**config.mk**
```make
export PLATFORM = sky130hd
export DESIGN_NAME = alu_operand_issue_flat
export DESIGN_NICKNAME = d
export VERILOG_FILES = /design/src/rtl/alu_operand_issue_if.sv /design/src/rtl/alu_operand_issue.sv /design/src/flat_wrapper.sv
export SDC_FILE = /design/constraint.sdc
export NUM_CORES = 1
export LEC_CHECK = 0
export ABC_AREA = 1
export BUFFER_PORTS_ARGS = -buffer_cell sky130_fd_sc_hd__buf_2
export CORE_AREA = 5 5 214 216
export CTS_BUF_LIST = sky130_fd_sc_hd__clkbuf_2
export CTS_CLUSTER_SIZE = 16
export DETAILED_ROUTE_END_ITERATION = 10
export DIE_AREA = 0 0 219 221
export GPL_ROUTABILITY_DRIVEN = 0
export HOLD_SLACK_MARGIN = 0.08
export PLACE_DENSITY_LB_ADDON = 0.2
export SLEW_MARGIN = 20
export SYNTH_ARGS = -nofsm -noshare
export SYNTH_HDL_FRONTEND = slang
export SYNTH_SLANG_ARGS = --single-unit
export TNS_END_PERCENT = 10
```
**constraint.sdc**
```tcl
create_clock -name clk -period 1.6 [get_ports clk]
set_input_delay 0.08 -clock clk [delete_from_list [all_inputs] [get_ports clk]]
set_output_delay 0.08 -clock clk [all_outputs]
set_load 0.01 [all_outputs]
```
**src/rtl/alu_operand_issue_if.sv**
```systemverilog
// Issue-stage bus: decode-side instruction fields, EX/MEM and MEM/WB forwarding taps,
// and the registered ALU operand outputs.
interface alu_operand_issue_if #(
    parameter int XLEN = 64,
    parameter int REGW = 5
);
    logic            in_valid;
    logic            stall;
    logic            flush;
    logic [1:0]      ALUOpMain;
    logic [2:0]      funct3;
    logic            funct7_5;
    logic [XLEN-1:0] ReadData1;
    logic [XLEN-1:0] ReadData2;
    logic [XLEN-1:0] Imm;
    logic            ALUSrc;
    logic [REGW-1:0] rs1;
    logic [REGW-1:0] rs2;
    logic [REGW-1:0] rd;
    logic            RegWriteIn;
    logic            ExMemRegWrite;
    logic [REGW-1:0] ExMemRd;
    logic [XLEN-1:0] ExMemResult;
    logic            MemWbRegWrite;
    logic [REGW-1:0] MemWbRd;
    logic [XLEN-1:0] MemWbData;
    logic [XLEN-1:0] a;
    logic [XLEN-1:0] b;
    logic [3:0]      ALUOp;
    logic [XLEN-1:0] StoreData;
    logic [REGW-1:0] RdOut;
    logic            RegWriteOut;
    logic            OutValid;
    logic            Illegal;

    modport master (
        output in_valid, stall, flush, ALUOpMain, funct3, funct7_5,
               ReadData1, ReadData2, Imm, ALUSrc, rs1, rs2, rd, RegWriteIn,
               ExMemRegWrite, ExMemRd, ExMemResult,
               MemWbRegWrite, MemWbRd, MemWbData,
        input  a, b, ALUOp, StoreData, RdOut, RegWriteOut, OutValid, Illegal
    );

    modport slave (
        input  in_valid, stall, flush, ALUOpMain, funct3, funct7_5,
               ReadData1, ReadData2, Imm, ALUSrc, rs1, rs2, rd, RegWriteIn,
               ExMemRegWrite, ExMemRd, ExMemResult,
               MemWbRegWrite, MemWbRd, MemWbData,
        output a, b, ALUOp, StoreData, RdOut, RegWriteOut, OutValid, Illegal
    );
endinterface

```
**src/rtl/alu_operand_issue.sv**
```systemverilog
// ID/EX issue stage: registers decoded operands, translates main-control ALUOp into the
// 4-bit ALU code, and forwards EX/MEM and MEM/WB results onto the registered operands.
module alu_operand_issue #(
    parameter int XLEN = 64,
    parameter int REGW = 5
) (
    input  logic               clk,
    input  logic               reset_n,
    alu_operand_issue_if.slave bus
);
    localparam logic [3:0] OP_AND = 4'b0000;
    localparam logic [3:0] OP_OR  = 4'b0001;
    localparam logic [3:0] OP_ADD = 4'b0010;
    localparam logic [3:0] OP_SUB = 4'b0110;
    localparam logic [3:0] OP_NOR = 4'b1100;

    logic [3:0]      dec_op;
    logic            dec_illegal;

    logic            valid_q;
    logic            regwrite_q;
    logic            illegal_q;
    logic [3:0]      aluop_q;
    logic [REGW-1:0] rd_q;
    logic [REGW-1:0] rs1_q;
    logic [REGW-1:0] rs2_q;
    logic [XLEN-1:0] rdata1_q;
    logic [XLEN-1:0] rdata2_q;
    logic [XLEN-1:0] imm_q;
    logic            alusrc_q;

    logic [XLEN-1:0] src_a;
    logic [XLEN-1:0] src_b;
    logic            clear_stage;
    logic            capture;

    // Unsupported encodings still issue as ADD so the ALU sees a defined op.
    always_comb begin
        dec_op      = OP_ADD;
        dec_illegal = 1'b0;
        case (bus.ALUOpMain)
            2'b00: dec_op = OP_ADD;
            2'b01: dec_op = OP_SUB;
            2'b10: begin
                case (bus.funct3)
                    3'b000: dec_op = bus.funct7_5 ? OP_SUB : OP_ADD;
                    3'b111: dec_op = OP_AND;
                    3'b110: dec_op = OP_OR;
                    3'b100: begin
                        if (bus.funct7_5) dec_op = OP_NOR;
                        else              dec_illegal = 1'b1;
                    end
                    default: dec_illegal = 1'b1;
                endcase
            end
            default: begin
                case (bus.funct3)
                    3'b000:  dec_op = OP_ADD;
                    3'b111:  dec_op = OP_AND;
                    3'b110:  dec_op = OP_OR;
                    default: dec_illegal = 1'b1;
                endcase
            end
        endcase
    end

    assign clear_stage = !reset_n || bus.flush || (!bus.stall && !bus.in_valid);
    assign capture     = !bus.stall && bus.in_valid;

    always_ff @(posedge clk) begin
        if (clear_stage) begin
            valid_q    <= 1'b0;
            regwrite_q <= 1'b0;
            illegal_q  <= 1'b0;
            aluop_q    <= OP_AND;
            rd_q       <= '0;
            rs1_q      <= '0;
            rs2_q      <= '0;
            rdata1_q   <= '0;
            rdata2_q   <= '0;
            imm_q      <= '0;
            alusrc_q   <= 1'b0;
        end else if (capture) begin
            valid_q    <= 1'b1;
            regwrite_q <= bus.RegWriteIn && !dec_illegal;
            illegal_q  <= dec_illegal;
            aluop_q    <= dec_op;
            rd_q       <= bus.rd;
            rs1_q      <= bus.rs1;
            rs2_q      <= bus.rs2;
            rdata1_q   <= bus.ReadData1;
            rdata2_q   <= bus.ReadData2;
            imm_q      <= bus.Imm;
            alusrc_q   <= bus.ALUSrc;
        end
    end

    // EX/MEM is the younger producer, so it is checked first; x0 never forwards.
    always_comb begin
        src_a = rdata1_q;
        if (bus.ExMemRegWrite && (bus.ExMemRd != '0) && (bus.ExMemRd == rs1_q))
            src_a = bus.ExMemResult;
        else if (bus.MemWbRegWrite && (bus.MemWbRd != '0) && (bus.MemWbRd == rs1_q))
            src_a = bus.MemWbData;
    end

    always_comb begin
        src_b = rdata2_q;
        if (bus.ExMemRegWrite && (bus.ExMemRd != '0) && (bus.ExMemRd == rs2_q))
            src_b = bus.ExMemResult;
        else if (bus.MemWbRegWrite && (bus.MemWbRd != '0) && (bus.MemWbRd == rs2_q))
            src_b = bus.MemWbData;
    end

    assign bus.a           = src_a;
    assign bus.b           = alusrc_q ? imm_q : src_b;
    assign bus.StoreData   = src_b;
    assign bus.ALUOp       = aluop_q;
    assign bus.RdOut       = rd_q;
    assign bus.RegWriteOut = regwrite_q;
    assign bus.OutValid    = valid_q;
    assign bus.Illegal     = illegal_q;
endmodule

```
**src/flat_wrapper.sv**
```systemverilog
// flat-port wrapper written by rule: the top's interface ports become plain ports
module alu_operand_issue_flat 
#(
    parameter int XLEN = 64,
    parameter int REGW = 5
)
  (clk, reset_n, bus_in_valid, bus_stall, bus_flush, bus_ALUOpMain, bus_funct3, bus_funct7_5, bus_ReadData1, bus_ReadData2, bus_Imm, bus_ALUSrc, bus_rs1, bus_rs2, bus_rd, bus_RegWriteIn, bus_ExMemRegWrite, bus_ExMemRd, bus_ExMemResult, bus_MemWbRegWrite, bus_MemWbRd, bus_MemWbData, bus_a, bus_b, bus_ALUOp, bus_StoreData, bus_RdOut, bus_RegWriteOut, bus_OutValid, bus_Illegal);
  alu_operand_issue_if #(.XLEN(XLEN), .REGW(REGW)) bus_i ();
  input  logic clk;
  input  logic reset_n;
  input wire logic [$bits(bus_i.in_valid)-1:0] bus_in_valid;
  input wire logic [$bits(bus_i.stall)-1:0] bus_stall;
  input wire logic [$bits(bus_i.flush)-1:0] bus_flush;
  input wire logic [$bits(bus_i.ALUOpMain)-1:0] bus_ALUOpMain;
  input wire logic [$bits(bus_i.funct3)-1:0] bus_funct3;
  input wire logic [$bits(bus_i.funct7_5)-1:0] bus_funct7_5;
  input wire logic [$bits(bus_i.ReadData1)-1:0] bus_ReadData1;
  input wire logic [$bits(bus_i.ReadData2)-1:0] bus_ReadData2;
  input wire logic [$bits(bus_i.Imm)-1:0] bus_Imm;
  input wire logic [$bits(bus_i.ALUSrc)-1:0] bus_ALUSrc;
  input wire logic [$bits(bus_i.rs1)-1:0] bus_rs1;
  input wire logic [$bits(bus_i.rs2)-1:0] bus_rs2;
  input wire logic [$bits(bus_i.rd)-1:0] bus_rd;
  input wire logic [$bits(bus_i.RegWriteIn)-1:0] bus_RegWriteIn;
  input wire logic [$bits(bus_i.ExMemRegWrite)-1:0] bus_ExMemRegWrite;
  input wire logic [$bits(bus_i.ExMemRd)-1:0] bus_ExMemRd;
  input wire logic [$bits(bus_i.ExMemResult)-1:0] bus_ExMemResult;
  input wire logic [$bits(bus_i.MemWbRegWrite)-1:0] bus_MemWbRegWrite;
  input wire logic [$bits(bus_i.MemWbRd)-1:0] bus_MemWbRd;
  input wire logic [$bits(bus_i.MemWbData)-1:0] bus_MemWbData;
  output wire logic [$bits(bus_i.a)-1:0] bus_a;
  output wire logic [$bits(bus_i.b)-1:0] bus_b;
  output wire logic [$bits(bus_i.ALUOp)-1:0] bus_ALUOp;
  output wire logic [$bits(bus_i.StoreData)-1:0] bus_StoreData;
  output wire logic [$bits(bus_i.RdOut)-1:0] bus_RdOut;
  output wire logic [$bits(bus_i.RegWriteOut)-1:0] bus_RegWriteOut;
  output wire logic [$bits(bus_i.OutValid)-1:0] bus_OutValid;
  output wire logic [$bits(bus_i.Illegal)-1:0] bus_Illegal;
  assign bus_i.in_valid = bus_in_valid;
  assign bus_i.stall = bus_stall;
  assign bus_i.flush = bus_flush;
  assign bus_i.ALUOpMain = bus_ALUOpMain;
  assign bus_i.funct3 = bus_funct3;
  assign bus_i.funct7_5 = bus_funct7_5;
  assign bus_i.ReadData1 = bus_ReadData1;
  assign bus_i.ReadData2 = bus_ReadData2;
  assign bus_i.Imm = bus_Imm;
  assign bus_i.ALUSrc = bus_ALUSrc;
  assign bus_i.rs1 = bus_rs1;
  assign bus_i.rs2 = bus_rs2;
  assign bus_i.rd = bus_rd;
  assign bus_i.RegWriteIn = bus_RegWriteIn;
  assign bus_i.ExMemRegWrite = bus_ExMemRegWrite;
  assign bus_i.ExMemRd = bus_ExMemRd;
  assign bus_i.ExMemResult = bus_ExMemResult;
  assign bus_i.MemWbRegWrite = bus_MemWbRegWrite;
  assign bus_i.MemWbRd = bus_MemWbRd;
  assign bus_i.MemWbData = bus_MemWbData;
  assign bus_a = bus_i.a;
  assign bus_b = bus_i.b;
  assign bus_ALUOp = bus_i.ALUOp;
  assign bus_StoreData = bus_i.StoreData;
  assign bus_RdOut = bus_i.RdOut;
  assign bus_RegWriteOut = bus_i.RegWriteOut;
  assign bus_OutValid = bus_i.OutValid;
  assign bus_Illegal = bus_i.Illegal;
  alu_operand_issue #(.XLEN(XLEN), .REGW(REGW)) u_core (.clk(clk), .reset_n(reset_n), .bus(bus_i));
endmodule
```
==> summary.md, run 1 <==
| Metric | Value |
|---|---|
| H-tree depth | 3 |
| Post-synthesis compound-gate area fraction | 12.8% |
| Resize count post-CTS | roughly 180 |
| Clock buffer count from CTS | 68 |
| Largest family of logic cells by synthesized area | simple AND/OR/NAND/NOR gates |
| Die Wd | around 220 um |
| Clk buf depth | 3 |
| Post-synthesis xor/xnor area fraction | 1.34% |
| Synth warn | 0 |
| Clock root cell | clkbuf_2 |
| Synthesized netlist cell count | 1,986 |
| Syn nets | about 2,300 |
| Cell row count | 77 |
| Final HPWL DP | between 40,000 and 50,000 um |
| Err | [ERROR RSZ-0060] Max buffer count reached. |
| Clock Sink Count | 215 |
| Starting Density | 28.5% |
| Inst Count DP | between 3,000 and 4,000 |
| Last stage reached | 4_1_cts |
| Top Ports | 564 |
| Share of the synthesized area in the top cell type | 34.6% |
| Post-synthesis simple-gate area fraction | 39.3% |
| Share of synthesized cell area in full adder, half adder and majority cells | 0% |
| Mux contribution to synthesized area | 0% |
| Synth Register Bits | approximately 220 |
| Outcome | aborted with a tool error |
| Seq/Total Area, Yosys | about 35% |
| Mean Syn Cell Area | 6.27 um2 |
| Post-CTS setup buffers | 11 |
| Synth area leader | dfxtp_1 |
| Port Buf Inserts | 563 |
| Synth area leaders | dfxtp_1 (35%), nand2_1 (17%), nand3_1 (13%), inv_1 (6.1%), a21oi_1 (5.9%) |
| Unique masters post-synth | 27 |
| Die H | between 200 and 250 um |
| Post-CTS Hold Fix Bufs | 635 |
| Post-synthesis cell area | 12,500 um2 |
-- synth_stat cells --
| cell type | instances |
|---|---|
| nand3b_1 | 1 |
| nor2_1 | 86 |
| buf_1 | 14 |
| nor3_1 | 2 |
| clkbuf_1 | 89 |
| buf_2 | 55 |
| nand3_2 | 1 |
| and2_1 | 64 |
| buf_4 | 1 |
| a21oi_1 | 146 |
| inv_1 | 202 |
| a31oi_1 | 1 |
| nand4_1 | 64 |
| o211ai_1 | 2 |
| clkinv_1 | 1 |
| nor4_1 | 1 |
| nor3_4 | 1 |
| o21ai_2 | 1 |
| nor3_2 | 1 |
| a211oi_1 | 66 |
| xor2_1 | 10 |
| buf_6 | 6 |
| nand3_1 | 323 |
| xnor2_1 | 9 |
| o21ai_0 | 67 |
| dfxtp_1 | 215 |
| nand2_1 | 557 |
-- metrics by stage --
step           util (%)  setup WS [ps]  cell area (um2)
2_1_floorplan         -            101            12500
3_3_place_gp       37.5           -346            16400
3_5_place_dp       37.5           -322            16400
-- cell families after synthesis --
logic type	Yosys count
AND/OR/NAND/NOR	1101
buffers and inverters	368
AO/OA/AOI/OAI	283
flip-flops	215
XOR/XNOR	19
==> run 2: changes to the inputs <==
CORE_AREA = 5 5 217 219   (was 5 5 214 216)
CTS_BUF_LIST = not set   (was sky130_fd_sc_hd__clkbuf_2)
CTS_CLUSTER_SIZE = not set   (was 16)
DIE_AREA = 0 0 222 224   (was 0 0 219 221)
HOLD_SLACK_MARGIN = not set   (was 0.08)
PLACE_DENSITY_LB_ADDON = 0.15   (was 0.2)
==> run 2 against run 1 <==
The flow now finishes, with violations (negative setup slack). Synthesized cell count stayed put. Area after synthesis stayed put.
==> summary.md, run 2 <==
| Metric | Value |
|---|---|
| Outcome | finished with violations |
| Failing checks | negative setup slack |
| Setup ws final | -769 ps |
| Clk slew on worst S/H paths | 60 ps |
| Switching part of the total power | 29.1% |
| Share of the synthesized area in the top cell type | 34.6% |
| Tightest Hold Check Type | primary input to register |
| Slew headroom | 70.1% |
| Worst path arrival time | 2290 ps |
| Hold path cells | 6 |
| Post-Place Setup Slack | -312 ps |
| Avg WL per Cell | roughly 20 um |
| Post-synthesis cell area | 12,500 um2 |
| Hold wc startpoint | reset_n |
| Psw | between 4000 and 5000 uW |
| Final HPWL DP | 45,600 um |
| Latest clock arrival within the worst-skew pair | about 540 ps |
| Final hold vios | 0 |
| Synth area leaders | dfxtp_1 (35%), nand2_1 (17%), nand3_1 (13%), inv_1 (6.1%), a21oi_1 (5.9%) |
| GRT overflow | 0 |
| Die H | 224 um |
| First-pass GRT wire length | 97,600 um |
| Share of cells above drive strength 1 | 35.0% |
| Cell Int Power | roughly 10,000 uW |
| Clock network power share | between 40% and 50% |
| Period utilization | 148% |
| Crit path launch | u_core.rs1_q[1] |
| CP required | approximately 1500 ps |
| Tmin final | around 2400 ps |
| Top Registers | u_core.imm_q x64, u_core.rdata1_q x64, u_core.rdata2_q x64 |
| Final std cells w/o fill | 3,380 |
| Starting Density | 27.7% |
| Final WL | 67,800 um |
| Mean Syn Cell Area | approximately 6.3 um2 |
| Synth Register Bits | 215 |
| Initial antenna violation count | 8 |
| Worst IR drop on VDD | 0.652 mV |
| Post-synth top cells | nand2_1 (557), nand3_1 (323), dfxtp_1 (215) |
| Top FF cell, synth | dfxtp_1 |
| Total of max-cap violations | 0 |
| Most common cell in the netlist | nand2_1 |
| Clock root cell | clkbuf_16 |
| Synth warn | 0 |
| Synthesized netlist cell count | 1,986 |
| Core area | 44,900 um2 |
| Area Overhead vs Synth | 72.5% |
| RSZ-0062 raised after global routing | true |
| Worst r2r path cells | 3 |
| Slew Viols, Final | 0 |
| Post-DR vias/cell | 4.99 |
| GRT Overall Usage | between 20% and 30% |
| Clk buf depth | 3 |
| Most frequent cells in the layout | buf_2 (559), nand2_1 (520), dlygate4sd3_1 (217), dfxtp_1 (205), inv_1 (198) |
| Port Buf Inserts | 563 |
| F_max | between 0.4 and 0.5 GHz |
| Sequential fraction of design power | a little under two fifths |
| Final setup violation count | 192 |
| Pwr dens | 679 nW/um2 |
| Launch point of the worst reg-to-reg path | u_core.alusrc_q |
| Vias in the first global route | approximately 17,000 |
| DR vias | 16,900 |
| Clock buffer count from CTS | 27 |
| Post-synthesis async set-or-reset flop share | 0% |
| Top Ports | ~560 |
| Unique masters post-synth | 27 |
| Largest net degree at the start of global routing | 77 |
| RR Endpoint | u_core.alusrc_q |
| Final nets | between 3,000 and 4,000 |
| R2R Setup Slk | approximately 500 ps |
| EDFF count, synth | 0 |
| Setup Skew | 0 ps |
| Worst-path fanout max | 7 |
| Detailed router's first-iteration violation count | 1,251 |
| Comb power frac | between 20 and 25% |
| Clock Sink Count | 215 |
| Syn nets | 2,346 |
| First-pass DRT Iterations | 7 |
| Cell row count | 78 |
| Setup crit start kind | register |
| Inst Count DP | 3,080 |
| Most common cell after layout, fill and taps aside | buf_2 |
| Seq/Total Area, Yosys | between 30% and 40% |
| Die Area | 49,700 um2 |
| Hold Crit Endpoint | u_core.bus.Illegal |
| DRC | 0 |
| TritonCTS clock tree | done |
| Setup CP Type | register to output port |
| H-tree depth | 1 |
| Die Wd | between 200 and 250 um |
| Endpoint class of the critical path | output port |
| Final ANT Viol Nets | 0 |
| Pleak | 0.0102 uW |
| Tightest Pin Transition | between 400 and 500 ps |
| Synth area leader | dfxtp_1 |
run 2: cell counts after synthesis:
Identical to the previous run, type by type.
run 2: kinds of logic after synthesis:
group / share of synthesized area [%]
xor+xnor: 1.34
compound gates: 12.8
buf+inv: 12.0
simple gates: 39.3
flops: 34.6
run 2: power groups by stage:
| stage | sequential, uW | clock (uW) | combinational (uW) |
|---|---|---|---|
| floorplan | 5620 | 0 | 1070 |
| global placement | 5630 | 0 | 2370 |
| detailed placement | 5630 | 0 | 2370 |
| CTS | 5510 | 6080 | 2950 |
| global route | 5520 | 6280 | 3370 |
| finish | 5510 | 5920 | 3150 |
run 2: repair_timing:
action                                 4_1_cts  5_1_grt
setup buffers                               12        5
setup endpoints to repair                  192      194
gates resized for setup                    163      187
pin swaps                                   31       39
hold buffers                               217        0
gates cloned                                10       11
endpoints found under the hold margin      214        0
run 2: stage by stage:
step	total power, uW	hold WS, ps	TNS [ps]	utilization, %	cell area, um2
after global routing	15200	89.3	-157160	47.8	21500
final	14600	86.0	-134820	47.9	21500
after global placement	8000	336	-30180	36.8	16500
after detailed placement	8000	336	-31420	36.8	16500
after CTS	14500	35.9	-142580	45.7	20500
after floorplan	6690	224	0	-	12500
run 2: how the worst max path moves through the flow:
stage / cells after the start / slack, ps / end
2_1_floorplan: 6 / 100 / bus_StoreData[10]
3_3_place_gp: 11 / -350 / bus_b[62]
3_5_place_dp: 11 / -310 / bus_b[62]
4_1_cts: 10 / -840 / bus_a[1]
5_1_grt: 11 / -900 / bus_a[35]
6_report: 11 / -770 / bus_a[35]
run 2: routing by layer:
metal / wire length (um) / vias up / GRT usage, %
li1: - / 8011 / -
met1: 28000 / 7895 / 31.7
met2: 32500 / 828 / 41.9
met3: 5280 / 129 / 4.68
met4: 2030 / 4 / 6.34
met5: 20 / - / 0
run 2: cell type report:
type,count,area (um2)
multi-input combinational,1403,7780
sequential,215,4330
clock inverter,6,65.1
timing repair buffer,911,7000
fill,4637,23400
antenna,5,12.5
inverter,203,777
tap,600,751
clock buffer,37,763
run 2: worst max-delay path, cell delays in order, from the launching register on:
cell	delay [ps]
dfxtp_4	370
xnor2_2	100
nand2_1	70
nor3_2	170
buf_4	140
nand3_4	80
buf_12	170
buf_12	150
clkbuf_16	170
nand3_2	80
o21ai_1	70
buf_2	140
Note: power is estimated with default switching activity, not from simulation.
